**config.mk**
```make
export PLATFORM = sky130hd
export DESIGN_NAME = neopixel_driver
export DESIGN_NICKNAME = d
export VERILOG_FILES = /design/src/rtl/neopixel_driver.sv
export SDC_FILE = /design/constraint.sdc
export NUM_CORES = 1
export LEC_CHECK = 0
export ABC_CLOCK_PERIOD_IN_PS = 4200
export BUFFER_PORTS_ARGS = -buffer_cell sky130_fd_sc_hd__buf_2
export CAP_MARGIN = 10
export CORE_ASPECT_RATIO = 1.5
export CORE_MARGIN = 4
export CORE_UTILIZATION = 60
export CTS_CLUSTER_SIZE = 24
export DETAILED_ROUTE_END_ITERATION = 16
export PLACE_DENSITY = 0.79
export SLEW_MARGIN = 20
export SYNTH_ARGS = -nofsm -noshare
export SYNTH_HDL_FRONTEND = slang
export SYNTH_SLANG_ARGS = --single-unit
```
**constraint.sdc**
```tcl
create_clock -name clk -period 4.2 [get_ports clk]
set_input_delay 0.21 -clock clk [delete_from_list [all_inputs] [get_ports clk]]
set_output_delay 0.21 -clock clk [all_outputs]
set_load 0.01 [all_outputs]
```
**src/rtl/neopixel_driver.sv**
```systemverilog
// neopixel_driver: SPI-slave frame buffer that replays received 24-bit pixel words one per clk.
module neopixel_driver #(
  parameter int NUM_PIXELS = 3
) (
  input  logic        clk,
  input  logic        reset,
  input  logic        sclk,
  input  logic        mosi,
  input  logic        cs,
  output logic [23:0] pixels,
  output logic        flushing
);
  localparam int CW = $clog2(NUM_PIXELS + 1);
  localparam int AW = NUM_PIXELS > 1 ? $clog2(NUM_PIXELS) : 1;
  typedef enum logic [1:0] {IDLE, RECEIVE, FLUSH} state_t;
  state_t      state;
  logic [2:0]  sclk_q, cs_q;
  logic [1:0]  mosi_q;
  logic [4:0]  bcnt;
  logic [CW-1:0] wcnt, rd;
  logic [23:0] shreg;
  logic [23:0] mem [NUM_PIXELS];
  logic sclk_rise, cs_fall, cs_rise, bit_take, word_done;
  logic [23:0] shreg_next;
  logic [CW-1:0] wcnt_next;
  // [0],[1] synchronise; [2] is the delayed copy used for edge detection
  assign sclk_rise  = sclk_q[1] & ~sclk_q[2];
  assign cs_fall    = ~cs_q[1] & cs_q[2];
  assign cs_rise    = cs_q[1] & ~cs_q[2];
  assign bit_take   = state == RECEIVE && sclk_rise && wcnt < CW'(NUM_PIXELS);
  assign word_done  = bit_take && bcnt == 5'd23;
  assign shreg_next = {shreg[22:0], mosi_q[1]};
  assign wcnt_next  = wcnt + CW'(word_done);
  always_ff @(posedge clk or negedge reset) begin
    if (!reset) begin
      state    <= IDLE;
      sclk_q   <= '0;
      cs_q     <= '0;
      mosi_q   <= '0;
      bcnt     <= '0;
      wcnt     <= '0;
      rd       <= '0;
      shreg    <= '0;
      pixels   <= '0;
      flushing <= 1'b0;
    end else begin
      sclk_q <= {sclk_q[1:0], sclk};
      cs_q   <= {cs_q[1:0], cs};
      mosi_q <= {mosi_q[0], mosi};
      case (state)
        IDLE: begin
          pixels   <= '0;
          flushing <= 1'b0;
          if (cs_fall) begin
            state <= RECEIVE;
            bcnt  <= '0;
            wcnt  <= '0;
            shreg <= '0;
          end
        end
        RECEIVE: begin
          if (bit_take) begin
            shreg <= shreg_next;
            bcnt  <= word_done ? 5'd0 : bcnt + 5'd1;
          end
          wcnt <= wcnt_next;
          // a bit landing on the same cycle as cs rise is counted before deciding
          if (cs_rise) begin
            state <= wcnt_next != '0 ? FLUSH : IDLE;
            rd    <= '0;
          end
        end
        FLUSH: begin
          if (rd < wcnt) begin
            pixels   <= mem[rd[AW-1:0]];
            flushing <= 1'b1;
            rd       <= rd + CW'(1);
          end else begin
            pixels   <= '0;
            flushing <= 1'b0;
            state    <= IDLE;
          end
        end
        default: state <= IDLE;
      endcase
    end
  end
  always_ff @(posedge clk)
    if (word_done) mem[wcnt[AW-1:0]] <= shreg_next;
endmodule

```
==> results of run 1 <==
==> sequential cells by signal (all words and copies together) (netlist names) <==
register  cells
mem          72
pixels       24
shreg        23
bcnt          5
cs_q          3
sclk_q        3
mosi_q        2
rd            2
state         2
wcnt          2
flushing      1
==> stage by stage <==
step	utilization [%]	worst slack [ns]	area, um^2
after CTS	72.2	1.51	6150
after global placement	64.9	1.46	5530
after global routing	72.2	1.36	6150
after detailed placement	65.0	1.52	5530
final	72.2	1.53	6150
after floorplan	-	0.909	5280
==> worst paths after layout <==
kind	startpoint	to	slack (ns)	cells past startpoint
hold / removal	cs_q[0]$_DFF_PN0_	cs_q[1]$_DFF_PN0_	0.34	0
min in group asynchronous	reset	pixels[21]$_DFFE_PN0P_	0.42	2
setup reg to reg	state[1]$_DFFE_PN0P_	mem[2][16]$_DFFE_PP_	1.53	4
hold reg to reg	cs_q[0]$_DFF_PN0_	cs_q[1]$_DFF_PN0_	0.34	0
setup / recovery	state[1]$_DFFE_PN0P_	mem[2][16]$_DFFE_PP_	1.53	4
max in group asynchronous	reset	shreg[6]$_DFFE_PN0P_	2.84	3
==> power by group through the flow <==
stage,Sequential [uW],Clock (uW),Combinational [uW]
floorplan,1510,0,72.8
global placement,1510,0,103
detailed placement,1520,0,106
CTS,1490,1450,109
global route,1490,1510,124
finish,1490,1420,107
==> worst max-delay path, cell delays in order, from the launching register on <==
cell      delay [ns]
dfrtp_1         0.42
nand2b_1        0.25
or4_1           0.62
nor3_2          0.69
buf_4           0.37
==> routing by layer <==
metal	vias to the layer above	global-route usage [%]
met5	-	0
met4	0	9.60
met3	20	5.80
met2	72	34.2
met1	1540	22.4
li1	1533	-
==> cell families (layout without fill, tap and decap cells) <==
logic type	Yosys count	count (layout)
DFF	139	139
and+or+nand+nor	125	125
AOI/OAI and AO/OA	92	92
buffers and inverters	28	77
muxes	25	25
adders and majority gates	3	3
xor gates and xnor gates	1	1
==> synthesized netlist by cell type <==
library cell  count
mux2i_1          25
clkbuf_1         19
nand2b_1          6
xor2_1            1
nand4b_1          1
o31ai_1           5
or4_1             1
ha_1              3
inv_1             4
nand3_1           4
a2bb2oi_1         1
dfrtp_1          67
or2_4             1
o21ai_0          52
a22o_1            2
buf_6             1
buf_2             4
nor2_1           27
o31ai_2           1
and2_1            1
o221ai_1          1
a21boi_0          1
nor2b_1           2
a2111o_1          1
o22ai_1           1
or2_2             1
and3_1            2
o32a_1            1
nor3_1            2
nand2_1          77
edfxtp_1         72
a21oi_1          26
==> layout make-up <==
class,count,area [um^2],share of cell area (%)
Sequential cell,139,3840,62.5
Multi-Input combinational cell,246,1340,21.8
Clock buffer,24,482,7.84
Timing Repair Buffer,41,245,3.99
Tap cell,107,134,2.18
Clock inverter,8,92.6,1.51
Inverter,4,15.0,0.244
==> repair_timing <==
item / 4_1_cts / 5_1_grt
buffers inserted: 0 / 0
hold buffers: 4 / 0
hold endpoints to repair: 38 / 0
==> summary.txt, run 1 <==
Clock network
  • CTS clock-pin slew for the worst setup and hold paths: ~0.05 ns
  • Resized Gates After CTS: 0
  • CTS Buf Count: 17
  • Clock Sinks: around 140
  • CTS tree: done
  • Worst-Skew Late Latency: between 0.4 and 0.5 ns
  • CTS HTree Levels: 4
  • Maximum root-to-sink buffer count: 2
  • Root buffer cell: clkbuf_16

Routing
  • DRC viols: 0
  • Via-to-Cell Ratio: approximately 5.6
  • Final wirelength: approximately 9200 um
  • Met3 WL: approximately 380 um
  • Vias: ~3200
  • Met2 wire len: 4890 um
  • Iter 0 DRT Violations: around 270
  • Routed wire per std cell: 16.2 um
  • DRT Pass-1 Iters: 4
  • Wl on met1: roughly 3700 um
  • Top layer in use: met4
  • DRT antenna net count: 0

Critical path
  • Worst EP arrival: 2.77 ns
  • Critical Path RT: ~4.3 ns
  • CP max FO: 14
  • Crit path capture type: register
  • Crit path kind: reg -> reg
  • Worst Setup Start Kind: register

Synthesis
  • Area share of fa/ha/maj cells after synthesis: less than 1%
  • Synth area leaders: edfxtp_1 41%, dfrtp_1 32%, nand2_1 5.5%
  • Largest family of logic cells by synthesized area: simple AND/OR/NAND/NOR gates
  • Post-synthesis simple-gate area fraction: 9.85%
  • Cell Area, Synth: roughly 0.0053 mm^2
  • Complex-gate fraction of the synthesized area: under 10%
  • Yosys cell types: 32
  • Multiplexer share of the synthesized area: ~4.7%
  • Syn. warnings: 0
  • Area share of the largest cell type after synthesis: between 40% and 50%
  • Dominant cell type by area after synthesis: edfxtp_1
  • Flip-flop and latch count after synthesis: around 140
  • Mean Syn Cell Area: approximately 13 um^2
  • Sequential cell area fraction in the yosys report: 72.6%
  • Synthesized instance count: 413
  • Synth Area in XOR/XNOR: less than 1%
  • Synth Net Count: 421

Place
  • Port bufs: 29
  • Dpl hpwl: ~5300 um
  • Placer congestion estimate: between 0.7 and 0.8
  • Placed Instances: between 500 and 600

Outcome
  • Status: finished clean

Power
  • P_sw: 609 uW
  • Pleak: between 0.002 and 0.003 uW
  • Maximum vdd ir drop: between 400 and 500 uV
  • P_int: ~2400 uW
  • Sw frac: between 20% and 30%
  • Power Density: slightly below 500 mW/mm^2
  • Power Total: 3020 uW
  • Gate power share: 3.5%
  • Power share of the clock group: between 40% and 50%
  • Sequential Power Share: 49.3%

STA
  • Fin. max-slew vios: 0
  • Min cycle time layout: between 2 and 3 ns
  • Clock skew: 0.00751 ns
  • Slew @ Worst Pin: between 0.9 and 1 ns
  • Fmax: 0.374 GHz
  • Setup TNS: 0 ns
  • RSZ-0062 raised after global routing: no
  • Worst slew margin: between 30% and 40%
  • Final period util: roughly 64%
  • Final hold slack: 0.344 ns
  • Hold Vio Cnt, Final: 0
  • Setup Viol. Count Final: 0

GRT
  • First-pass GRT wire length: 15400 um
  • Largest net degree at the start of global routing: 51
  • Vias in the first global route: 3112
  • Grt total ovfl: 0
  • Total track usage: roughly 20%
  • Initial antenna violation count: 0

Floorplan
  • Row count: 41
  • Die W: approximately 85 um
  • Core outline area: between 0.008 and 0.009 mm^2
  • Die Y: 123 um
  • Ports: 30
  • Starting Density: between 60 and 70%
  • Die area: about 0.010 mm^2

Cells and area
  • Fin nets: between 400 and 500
  • Most frequent cells in the layout: 77 x nand2_1, 72 x edfxtp_1, 67 x dfrtp_1, 52 x o21ai_0, 29 x buf_2
  • Layout filler cell count: between 500 and 600
  • Most common cell after layout, fill and taps aside: nand2_1
  • Non-filler cells, final: approximately 570
  • Share of layout cells above drive strength 1: around 15%
  • # diodes: 0
  • Synth-to-Final Area Change: 16.3%

Worst hold path
  • Hold crit path type: reg -> reg

Flow run
  • Max_cap viols: 0
Power figures use the tool's default switching activity.
==> run 2, diff against run 1 <==
Settings changed: ABC_CLOCK_PERIOD_IN_PS 4200 to 2680.
Clock period 4.2 ns to 2.68 ns, I/O delays scaled along.
==> run 2 against run 1 <==
Cell area is 0.33% lower. Sequential power is 57% higher. Sequential share of layout area is 0.20 points higher. Non-clock buffer count is 5 higher. Via count is 0.82% higher.
==> summary.txt, run 2 (same netlist as run 1, synthesis figures left out) <==
Cells and area
  • Synth-to-Final Area Change: 15.9%
  • Multi-input logic area: 0.00134 mm^2 (about the same)
  • FF/Latch Area: 0.00384 mm^2 (unchanged)
  • Final Util: 71.9% (-0.24 points)
  • Most frequent cells in the layout: 77 x nand2_1, 72 x edfxtp_1, 67 x dfrtp_1, 52 x o21ai_0, 29 x buf_2
  • # diodes: 0 (unchanged)
  • Layout filler cell count: 568 (unchanged)
  • Most common cell after layout, fill and taps aside: nand2_1
  • Fin nets: 462 (+1.1%)
  • Max reg flops: 72 (unchanged)
  • Share of layout cells above drive strength 1: 15.0% (-0.38 points)

Place
  • Placer congestion estimate: 0.806 (+6.0%)
  • Port bufs: 29 (unchanged)
  • Dpl hpwl: 5890 um (+11%)

STA
  • RSZ-0062 raised after global routing: no
  • Setup Viol. Count Final: 0 (unchanged)
  • Min cycle time layout: 2.24 ns (-0.431 ns)
  • Fmax: 0.446 GHz (+19%)
  • Hold Vio Cnt, Final: 0 (unchanged)
  • Worst slew margin: 53.8% (+20 points)
  • Clock skew: 0.00830 ns (+0.000792 ns)
  • Setup TNS: 0 ns (unchanged)
  • Slew @ Worst Pin: 0.693 ns (-0.298 ns)
  • Final period util: 83.7% (+20 points)
  • Fin. max-slew vios: 0 (unchanged)

Critical path
  • FF-to-FF setup slack: 0.44 ns (-1.09 ns)
  • CP bufs+invs: 2 (+1)
  • Crit path kind: reg -> reg
  • Crit path capture type: register
  • Critical Path RT: 2.74 ns (-1.56 ns)
  • Delay-heaviest family, CP: simple AND/OR/NAND/NOR gates
  • CP max FO: 24 (+10)
  • Worst Setup Start Kind: register
  • Worst path max stage delay: 0.63 ns (-0.06 ns)
  • Cell breakdown of the critical path: nand2b_1, or4_1, inv_1, and3_1, buf_4
  • Reg2reg path depth: 5 (+1)
  • Crit-path slowest cell: or4_1
  • Reg2reg start: state[1]$_DFFE_PN0P_
  • Crit Reg-Reg Endpoint: mem[1][7]$_DFFE_PP_
  • Worst EP arrival: 2.31 ns (-0.46 ns)
  • Crit. Startpoint: state[1]$_DFFE_PN0P_

Worst hold path
  • Hold crit path type: in -> async

GRT
  • First-pass GRT wire length: 16100 um (+4.3%)
  • Total track usage: 20.1% (+0.37 points)
  • Grt total ovfl: 0 (unchanged)
  • Largest net degree at the start of global routing: 51 (unchanged)
  • Initial antenna violation count: 0 (unchanged)
  • Vias in the first global route: 3385 (+8.8%)

Routing
  • Vias: 3191 (+0.82%)
  • DRT Pass-1 Iters: 5 (+1)
  • Iter 0 DRT Violations: 294 (+9.3%)
  • Final wirelength: 9480 um (+3.1%)
  • Routed wire per std cell: 16.5 um (+2.2%)
  • DRT antenna net count: 0 (unchanged)
  • DRC viols: 0 (unchanged)
  • Via-to-Cell Ratio: 5.56 (about the same)

Clock network
  • Maximum root-to-sink buffer count: 2 (unchanged)
  • Worst-Skew Late Latency: 0.40 ns (-0.02 ns)
  • Hold-fix buffers at CTS: 4 (unchanged)
  • Root buffer cell: clkbuf_16
  • Clock Sinks: 139 (unchanged)
  • CTS HTree Levels: 4 (unchanged)
  • CTS clock-pin slew for the worst setup and hold paths: 0.06 ns (about the same)
  • CTS tree: done
  • CTS Buf Count: 17 (unchanged)
  • Resized Gates After CTS: 0 (unchanged)
  • Setup Buffers After CTS: 0 (unchanged)

Power
  • Gate power share: 3.9% (+0.4 points)
  • Power Total: 4540 uW (+50%)
  • Maximum vdd ir drop: 598 uV (+49%)
  • Sw frac: 20.5% (+0.38 points)
  • Power Density: 741 mW/mm^2 (+51%)
  • Pleak: 0.00251 uW (about the same)
  • Power share of the clock group: 44.6% (-2.5 points)
  • Sequential Power Share: 51.5% (+2.2 points)
  • P_int: 3600 uW (+49%)
  • P_sw: 932 uW (+53%)

Flow run
  • Max_cap viols: 0 (unchanged)

Floorplan
  • Core outline area: 0.00852 mm^2 (unchanged)
  • Row count: 41 (unchanged)
  • Starting Density: 62.0% (unchanged)
  • Die Y: 123 um (unchanged)
  • Die area: 0.0104 mm^2 (unchanged)
  • Die W: 84.6 um (unchanged)
  • Ports: 30 (unchanged)

Outcome
  • Status: finished clean
run 2: cell count changes in the layout (fill, tap and decap cells not counted), sizes merged:
cell	previous run	this run
bufinv	2	0
clkinv	5	2
buf	37	42
clkbuf	24	29
run 2: final cells by class:
type	instances	area share, %
clock buffer	29	8.17
clock inverter	3	0.286
inverter	4	0.245
multi-input combinational	246	21.8
sequential	139	62.7
tap	107	2.19
timing repair buffer	46	4.62
run 2: per-layer routing:
layer  vias to the layer above  track usage, %  share of wire, %
li1                       1537               -                 -
met1                      1580            22.8                42
met2                        64            36.5                54
met3                        10            5.33               3.1
met4                         0            7.23               1.1
met5                         -               0                 0
run 2: how the worst max path moves through the flow:
stage                     slack [ns]  cells after the start              endpoint
after floorplan                -0.61                      3   mem[0][0]$_DFFE_PP_
after global placement          0.53                      5  mem[1][11]$_DFFE_PP_
after detailed placement        0.47                      5  mem[1][11]$_DFFE_PP_
after CTS                       0.46                      5  mem[1][23]$_DFFE_PP_
after global routing            0.32                      5   mem[1][7]$_DFFE_PP_
final                           0.44                      5   mem[1][7]$_DFFE_PP_
run 2: power by group through the flow:
stage / clock (uW) / combinational [uW] / sequential, uW
2_1_floorplan: 0 / 114 / 2360
3_3_place_gp: 0 / 163 / 2370
3_5_place_dp: 0 / 171 / 2380
4_1_cts: 2050 / 177 / 2340
5_1_grt: 2160 / 203 / 2340
6_report: 2030 / 175 / 2340
run 2: metrics by stage:
stage	cell area, um^2	setup slack [ns]	hold WS [ns]	cells
finish	6130	0.438	0.311	574
global route	6130	0.324	0.354	574
CTS	6130	0.462	0.327	574
detailed placement	5570	0.467	0.219	538
global placement	5570	0.534	0.202	538
floorplan	5280	-0.611	-0.162	413
==> run 3, diff against run 2 <==
Settings changed: ABC_CLOCK_PERIOD_IN_PS 2680 to 2300.
Clock period 2.68 ns to 2.3 ns, I/O delays scaled along.
==> run 3 against run 2 <==
Worst hold slack got worse by 0.075 ns. Largest cell class unchanged. Die area unchanged. Worst setup slack got worse by 0.21 ns. Critical path type unchanged. Total power grew 20%. Clock power is 23% higher.
==> summary.txt, run 3 (same netlist as run 1, synthesis figures left out) <==
GRT
  • Grt total ovfl: 0 (unchanged)
  • Total track usage: 20.1% (-0.035 points)
  • Initial antenna violation count: 0 (unchanged)
  • Vias in the first global route: 3249 (-4.0%)
  • First-pass GRT wire length: 15800 um (-2.0%)
  • Largest net degree at the start of global routing: 68 (+33%)

Critical path
  • CP max FO: 4 (-83%)
  • Crit path kind: reg -> reg
  • Worst Setup Start Kind: register
  • Crit path capture type: register
  • Reg2reg path depth: 8 (+3)
  • Worst EP arrival: 2.39 ns (+0.08 ns)
  • Critical Path RT: 2.62 ns (-0.12 ns)

STA
  • Fin. max-slew vios: 0 (unchanged)
  • Min cycle time layout: 2.07 ns (-0.172 ns)
  • Hold Vio Cnt, Final: 0 (unchanged)
  • RSZ-0062 raised after global routing: no
  • Setup Viol. Count Final: 0 (unchanged)
  • Slew @ Worst Pin: 0.501 ns (-0.192 ns)
  • Clock skew: 0.00514 ns (-0.00316 ns)
  • Final period util: 90.0% (+6.3 points)
  • Fmax: 0.483 GHz (+8.3%)
  • Worst slew margin: 66.6% (+13 points)

Cells and area
  • FF/Latch Area: 0.00384 mm^2 (unchanged)
  • Most common cell after layout, fill and taps aside: nand2_1
  • Final Util: 73.0% (+1.0 points)
  • Synth-to-Final Area Change: 17.6%
  • Max reg flops: 72 (unchanged)
  • Share of layout cells above drive strength 1: 16.2% (+1.3 points)
  • Fin nets: 464 (+0.43%)
  • # diodes: 0 (unchanged)
  • Layout filler cell count: 560 (-1.4%)
  • Most frequent cells in the layout: 77 x nand2_1, 72 x edfxtp_1, 67 x dfrtp_1, 52 x o21ai_0, 29 x buf_2
  • Multi-input logic area: 0.00135 mm^2 (+0.75%)

Floorplan
  • Row count: 41 (unchanged)
  • Starting Density: 62.0% (unchanged)
  • Core outline area: 0.00852 mm^2 (unchanged)
  • Ports: 30 (unchanged)
  • Die W: 84.6 um (unchanged)
  • Die area: 0.0104 mm^2 (unchanged)
  • Die Y: 123 um (unchanged)

Flow run
  • Max_cap viols: 0 (unchanged)

Clock network
  • Root buffer cell: clkbuf_16
  • Worst-Skew Late Latency: 0.41 ns (about the same)
  • Maximum root-to-sink buffer count: 2 (unchanged)
  • CTS tree: done
  • CTS Buf Count: 17 (unchanged)
  • Clock Sinks: 139 (unchanged)
  • CTS clock-pin slew for the worst setup and hold paths: 0.05 ns (about the same)
  • CTS HTree Levels: 4 (unchanged)

Power
  • Pleak: 0.00255 uW (+1.6%)
  • Power Density: 875 mW/mm^2 (+18%)
  • Power Total: 5430 uW (+20%)
  • Maximum vdd ir drop: 596 uV (-0.27%)

Routing
  • DRT Pass-1 Iters: 4 (-1)
  • Routed wire per std cell: 16.1 um (-2.4%)
  • Vias: 3181 (-0.31%)
  • DRC viols: 0 (unchanged)
  • Iter 0 DRT Violations: 204 (-31%)
  • Final wirelength: 9260 um (-2.3%)
  • Via-to-Cell Ratio: 5.53 (-0.49%)
  • DRT antenna net count: 0 (unchanged)

Worst hold path
  • Hold crit path type: in -> async

Place
  • Placer congestion estimate: 0.796 (-1.3%)
  • Port bufs: 29 (unchanged)
  • Dpl hpwl: 5570 um (-5.4%)

Outcome
  • Status: finished clean
[run 3: cell count changes in the layout (fill, tap and decap cells not counted), moves of 2 or more]
cell / previous run / this run
buf_12: 0 / 3
clkinv_2: 2 / 6
clkbuf_8: 3 / 0
clkbuf_1: 9 / 4
bufinv_16: 0 / 2
[run 3: worst paths after layout]
check                                    start                      to  slack (ns)
max                        bcnt[0]$_DFFE_PN0P_    state[1]$_DFFE_PN0P_        0.23
min                                      reset  pixels[21]$_DFFE_PN0P_        0.24
max reg2reg                bcnt[0]$_DFFE_PN0P_    state[1]$_DFFE_PN0P_        0.23
min reg2reg                sclk_q[0]$_DFF_PN0_     sclk_q[1]$_DFF_PN0_        0.35
max in group asynchronous                reset     wcnt[1]$_DFFE_PN0P_        1.74
min in group clk                          mosi     mosi_q[0]$_DFF_PN0_        0.35
[run 3: power by group]
part           switching, uW  leakage [uW]  internal, uW
Clock                    933      0.000268          1570
Sequential              52.4       0.00162          2670
Combinational            135      0.000661          74.5
Total                   1120       0.00255          4310
[run 3: metal layers]
metal	share of wire, %	track usage [%]	wire length [um]
met1	40	21.9	3660
met3	3.6	5.73	338
met2	54	35.8	5030
met5	0	0	0
met4	2.5	9.70	234
[run 3: repair_timing]
item	4_1_cts	5_1_grt
setup endpoints to repair	0	1
hold buffers	4	0
gates resized for setup	0	1
endpoints found under the hold margin	70	0
setup buffers	0	0
[run 3: area by class of cell]
cell class	instances	share of cell area, %
clock buffers	21	7.09
clock inverters	10	1.63
inverters	4	0.242
multi-input cells	246	21.7
flip-flops and latches	139	61.8
well taps	107	2.16
repair buffers	48	5.40
[run 3: worst max-delay path, cell delays in order, from the launching register on]
cell,delay [ns]
dfrtp_1,0.38
ha_1,0.23
nand4b_1,0.14
or4_4,0.48
inv_1,0.11
ha_1,0.20
xor2_1,0.19
nor2_1,0.07
o31ai_1,0.18
[run 3: stage by stage]
step | hold slack [ns] | instances | setup WS [ns] | setup TNS (ns) | cell area [um^2]
5_1_grt | 0.298 | 575 | 0.0262 | 0 | 6210
4_1_cts | 0.270 | 575 | 0.176 | 0 | 6210
2_1_floorplan | -0.181 | 413 | -0.286 | -14.59 | 5290
3_5_place_dp | 0.169 | 540 | 0.227 | 0 | 5630
3_3_place_gp | 0.161 | 540 | 0.279 | 0 | 5630
6_report | 0.236 | 575 | 0.230 | 0 | 6210
